`config.mk`:
```
export PLATFORM = sky130hd
export DESIGN_NAME = execute_muldiv
export DESIGN_NICKNAME = d
export VERILOG_FILES = /design/src/rtl/execute_muldiv.sv
export SDC_FILE = /design/constraint.sdc
export NUM_CORES = 1
export LEC_CHECK = 0
export CELL_PAD_IN_SITES_DETAIL_PLACEMENT = 1
export CELL_PAD_IN_SITES_GLOBAL_PLACEMENT = 2
export CORE_MARGIN = 2
export CORE_UTILIZATION = 40
export DETAILED_ROUTE_END_ITERATION = 16
export PLACE_DENSITY = 0.88
export SLEW_MARGIN = 10
export SYNTH_ARGS = -nofsm -noshare
export SYNTH_HDL_FRONTEND = slang
export SYNTH_SLANG_ARGS = --single-unit
```
`constraint.sdc`:
```
create_clock -name clk -period 16.3 [get_ports clk]
set_clock_uncertainty 0.05 [all_clocks]
set_input_delay 1.63 -clock clk [delete_from_list [all_inputs] [get_ports clk]]
set_output_delay 1.63 -clock clk [all_outputs]
set_load 0.05 [all_outputs]
```
`src/rtl/execute_muldiv.sv`:
```
// Iterative RV32M multiply/divide unit for the execute stage.
// Shift-add multiply and restoring divide on magnitudes, one step per cycle.
module execute_muldiv #(
  parameter int DATA_WIDTH = 32
) (
  input  logic                  clk,
  input  logic                  rst,
  input  logic                  E_start,
  input  logic                  E_flush,
  input  logic [2:0]            E_funct3,
  input  logic [DATA_WIDTH-1:0] E_op_a,
  input  logic [DATA_WIDTH-1:0] E_op_b,
  input  logic [4:0]            E_rd,
  output logic                  E_md_stall,
  output logic                  E_md_done,
  output logic [DATA_WIDTH-1:0] E_md_result,
  output logic [4:0]            E_md_rd
);
  localparam int W  = DATA_WIDTH;
  localparam int CW = $clog2(W) + 1;

  typedef enum logic [1:0] {IDLE, BUSY, DONE} state_t;

  state_t          state_q;
  logic [CW-1:0]   cnt_q;
  logic [2:0]      funct3_q;
  logic [4:0]      rd_pend_q, rd_q;
  logic [W-1:0]    mag_b_q;
  logic            neg_q;
  logic [2*W-1:0]  acc_q;
  logic [W-1:0]    pend_q, res_q;
  logic            done_q;

  // Operand decode for a new instruction
  logic            sgn_a, sgn_b, a_neg, b_neg, neg_d, div_zero, div_ovf;
  logic [W-1:0]    mag_a_d, mag_b_d, fast_res;

  always_comb begin
    sgn_a    = (E_funct3 == 3'b001) || (E_funct3 == 3'b010) ||
               (E_funct3 == 3'b100) || (E_funct3 == 3'b110);
    sgn_b    = (E_funct3 == 3'b001) || (E_funct3 == 3'b100) || (E_funct3 == 3'b110);
    a_neg    = sgn_a && E_op_a[W-1];
    b_neg    = sgn_b && E_op_b[W-1];
    mag_a_d  = a_neg ? -E_op_a : E_op_a;
    mag_b_d  = b_neg ? -E_op_b : E_op_b;
    neg_d    = (E_funct3[2] && E_funct3[1]) ? a_neg : (a_neg ^ b_neg);
    div_zero = E_funct3[2] && (E_op_b == '0);
    div_ovf  = ((E_funct3 == 3'b100) || (E_funct3 == 3'b110)) &&
               (E_op_a == {1'b1, {(W-1){1'b0}}}) && (E_op_b == '1);
    if (div_zero) fast_res = E_funct3[1] ? E_op_a : '1;
    else          fast_res = E_funct3[1] ? '0 : E_op_a;
  end

  // One iteration step and the result it would finalise to
  logic [W:0]      mul_sum, div_r;
  logic [W-1:0]    div_sub;
  logic            div_ge;
  logic [2*W-1:0]  step_acc, prod_s;
  logic [W-1:0]    quot, rem, fin_res;

  always_comb begin
    mul_sum  = {1'b0, acc_q[2*W-1:W]} + (acc_q[0] ? {1'b0, mag_b_q} : '0);
    div_r    = {acc_q[2*W-1:W], acc_q[W-1]};
    div_ge   = div_r >= {1'b0, mag_b_q};
    div_sub  = div_r[W-1:0] - mag_b_q;
    if (!funct3_q[2])  step_acc = {mul_sum, acc_q[W-1:1]};
    else if (div_ge)   step_acc = {div_sub, acc_q[W-2:0], 1'b1};
    else               step_acc = {div_r[W-1:0], acc_q[W-2:0], 1'b0};
    prod_s   = neg_q ? -step_acc : step_acc;
    quot     = neg_q ? -step_acc[W-1:0] : step_acc[W-1:0];
    rem      = neg_q ? -step_acc[2*W-1:W] : step_acc[2*W-1:W];
    case (funct3_q)
      3'b000:                 fin_res = prod_s[W-1:0];
      3'b001, 3'b010, 3'b011: fin_res = prod_s[2*W-1:W];
      3'b100, 3'b101:         fin_res = quot;
      default:                fin_res = rem;
    endcase
  end

  always_ff @(posedge clk or posedge rst) begin
    if (rst) begin
      state_q   <= IDLE;
      cnt_q     <= '0;
      funct3_q  <= '0;
      rd_pend_q <= '0;
      rd_q      <= '0;
      mag_b_q   <= '0;
      neg_q     <= 1'b0;
      acc_q     <= '0;
      pend_q    <= '0;
      res_q     <= '0;
      done_q    <= 1'b0;
    end else begin
      case (state_q)
        IDLE: begin
          done_q <= 1'b0;
          if (E_start && !E_flush) begin
            funct3_q  <= E_funct3;
            rd_pend_q <= E_rd;
            neg_q     <= neg_d;
            if (div_zero || div_ovf) begin
              pend_q  <= fast_res;
              done_q  <= 1'b1;
              state_q <= DONE;
            end else begin
              // Divide shifts the dividend out of the low half; multiply shifts the multiplier
              mag_b_q <= E_funct3[2] ? mag_b_d : mag_a_d;
              acc_q   <= {{W{1'b0}}, (E_funct3[2] ? mag_a_d : mag_b_d)};
              cnt_q   <= '0;
              state_q <= BUSY;
            end
          end
        end
        BUSY: begin
          if (E_flush) begin
            cnt_q   <= '0;
            state_q <= IDLE;
          end else begin
            acc_q <= step_acc;
            if (cnt_q == CW'(W-1)) begin
              cnt_q   <= '0;
              pend_q  <= fin_res;
              done_q  <= 1'b1;
              state_q <= DONE;
            end else begin
              cnt_q <= cnt_q + 1'b1;
            end
          end
        end
        default: begin
          done_q  <= 1'b0;
          state_q <= IDLE;
          if (!E_flush) begin
            res_q <= pend_q;
            rd_q  <= rd_pend_q;
          end
        end
      endcase
    end
  end

  // A flush in DONE suppresses the pulse and leaves the visible result untouched
  logic show_pend;
  assign show_pend   = done_q && !E_flush;
  assign E_md_done   = show_pend;
  assign E_md_result = show_pend ? pend_q : res_q;
  assign E_md_rd     = show_pend ? rd_pend_q : rd_q;
  assign E_md_stall  = ((state_q == IDLE) && E_start && !E_flush) || (state_q == BUSY);

endmodule

```
==> metrics.cfg <==
[run_status]
status = finished, final reports clean

[clock_network]
cts_tree = done
clkTransAtPathRegs_ns = 0.10
cts_resized = 0
cts_buffer_depth = 2
root_buffer = clkbuf_16
cts_setup_buffers = 0
cts_made_buffers = 17
insertion_delay_ns = 0.49
htreeDepth = 4
cts.sinks = 183
hold_buffers = 0

[placement]
pre_cts_slack_ns = 9.457
hpwl_um = 59940
gp_congestion = 0.9371
port_buffers = 114
placed_cell_area_mm2 = 0.01957

[pwr]
power_leakage_nw = 8.387
powerDensity_mw_per_mm2 = 152.2
finalPower_mw = 3.066
irDropWorstVdd_uv = 97.81

[die]
dieHeight_um = 216.1
rows = 77
die_x_um = 216.1
core-area_mm2 = 0.04432
die_area_mm2 = 0.04669
top_level_ports = 115
initial_core_util = 0.4060

[drt]
ant_nets = 0
vias = 18450
drc = 0
wirelength_um = 76970
viasPerCell = 6.348
wire_per_inst_um = 26.48
dr.pass1.iters = 5
drt-initial-drc-count = 1515

[critical_path]
startpoint_type = register
critPathArrivalTime_ns = 7.29
critPathCaptureType = register
path_class = register to register
worstPathRequired_ns = 16.60
crit_fanout = 12

[finish]
layout_common_cells = nand2_1, o21ai_0, a21oi_1
diodes = 0
multiInputGateArea_mm2 = 0.01260
syn_to_final_growth_pct = 11.95
fillCellCount = 5401
drive_above_1_share = 0.08855
fin_nets = 2450
fin_area_mm2 = 0.02014
mostFrequentLayoutCell = nand2_1
regArea_mm2 = 0.004584

[yosys]
synthArstFlopShare = 1.000
post-synth-top-area-fraction = 0.2545
synthFlopType = dfrtp_1
ys_types = 104
ys_seq_area_frac = 0.2545
yosysWarningCount = 0
post-synth-top-area-cell = dfrtp_1
netlist_top_cells_area = dfrtp_1, o21ai_0, mux2_2
synth_area_per_cell_um2 = 7.881
ys_ff_latch = 183
synthesis.area_mm2 = 0.01799
synth_edf_count = 0
synth_nets = 2431
synthCells = 2283

[timing]
finalSetupViolCount = 0
fin_ws_ns = 9.305
tightest_slew_ns = 1.212
fmax_mhz = 143.0
timing.final.crit_share = 0.4291
slew_headroom = 0.1687
drv_slew = 0
final.min_clock_period_ns = 6.995
tns_ns = 0
rsz0062_at_grt = no
hold_viol_final = 0

[grt]
first_global_vias = 18350
grt_use_total = 0.3262
grt_max_degree = 129
grt_overflow = 0
grt_pass1_wl_um = 116200
antenna_found_initial = 2

[hold_path]
min_path_type = register to register

[flow_run]
drv_cap = 0

## power breakdown
| group | switching (mW) | internal (mW) | total (mW) |
|---|---|---|---|
| Clock | 0.221 | 0.207 | 0.428 |
| Combinational | 1.32 | 0.673 | 1.99 |
| Sequential | 0.116 | 0.530 | 0.646 |
| Total | 1.66 | 1.41 | 3.07 |
## cell usage after synthesis (all sizes together), types with 13 or more instances
library cell    n
nand2         232
o21ai         214
a21oi         193
nor2          188
dfrtp         183
clkbuf        110
mux2           87
xnor2          84
ha             70
inv            68
xor2           64
nor3           57
mux2i          49
nand3          44
and2           43
a21o           40
a211oi         39
nand4          37
buf            36
a31oi          33
o221ai         28
o31ai          27
maj3           24
or3            24
a22o           20
o211ai         20
and3           19
a211o          14
a311oi         14
nand2b         14
nor3b          14
nor4           14
nor2b          13
o21a           13
## logic make-up (layout without fill, tap and decap cells)
family / count (synthesis) / in the layout / share of synthesized area
simple gates: 750 / 750 / 0.2059
xor+xnor: 148 / 148 / 0.07204
compound gates: 754 / 754 / 0.2733
mux: 136 / 136 / 0.08171
fa+ha+maj: 96 / 96 / 0.06426
buf+inv: 216 / 248 / 0.04826
flops: 183 / 183 / 0.2545
## cell type report
cell class,instances,area share
Multi-Input combinational cell,1884,0.6254
Sequential cell,183,0.2276
Timing Repair Buffer,146,0.06846
Tap cell,592,0.03677
Clock buffer,19,0.02199
Inverter,70,0.01329
Clock inverter,13,0.006460
## critical path: stages, from the launching register on
cell       delay [ns]
dfrtp_1          0.39
inv_1            0.10
ha_1             0.37
nor2b_1          0.18
o2111ai_1        0.68
a2111oi_4        0.18
a221oi_2         0.22
buf_4            0.26
a21oi_1          0.12
nor2_1           0.18
ha_1             0.23
nor3b_1          0.25
o221ai_1         0.20
o21bai_1         0.23
nor2_1           0.23
nand3_1          0.24
or2_2            0.41
or3_1            0.54
nor4_1           0.52
nand4_1          0.32
o21ai_1          0.25
xnor2_1          0.09
a221oi_1         0.52
nor3_1           0.10
## sequential cells by signal, summed over array words and instances (netlist names)
signal	flops
rd_q	5
neg_q	1
done_q	1
funct3_q	3
res_q	32
state_q	2
cnt_q	6
rd_pend_q	5
mag_b_q	32
acc_q	64
pend_q	32
## worst paths after layout
| kind | cells after the start | endpoint | slack [ns] | start |
|---|---|---|---|---|
| worst min register to register | 1 | cnt_q[5] | 0.45 | cnt_q[5] |
| max in group asynchronous | 3 | mag_b_q[7] | 13.24 | rst |
| worst max register to register | 23 | pend_q[22] | 9.31 | mag_b_q[1] |
| worst min-delay path | 1 | cnt_q[5] | 0.45 | cnt_q[5] |
| worst max-delay path | 23 | pend_q[22] | 9.31 | mag_b_q[1] |
| min in group asynchronous | 2 | pend_q[18] | 1.52 | rst |
## metrics by stage
| stage | hold WS, ns | std cells | utilization |
|---|---|---|---|
| floorplan | 0.3874 | 2283 | - |
| global placement | 0.4078 | 2875 | 0.4416 |
| detailed placement | 0.4226 | 2875 | 0.4416 |
| CTS | 0.4386 | 2907 | 0.4545 |
| global route | 0.4629 | 2907 | 0.4545 |
| finish | 0.4502 | 2907 | 0.4545 |
## layer usage
layer | part of all wire | wire (um) | GRT usage | vias up
met5 | 0 | 0 | 0 | -
met4 | 0.041 | 3131 | 0.1320 | 0
met3 | 0.048 | 3661 | 0.03888 | 96
met2 | 0.46 | 35700 | 0.5308 | 546
met1 | 0.45 | 34480 | 0.4403 | 9364
li1 | - | - | - | 8447
No activity file was read; power rests on OpenSTA's default activity.
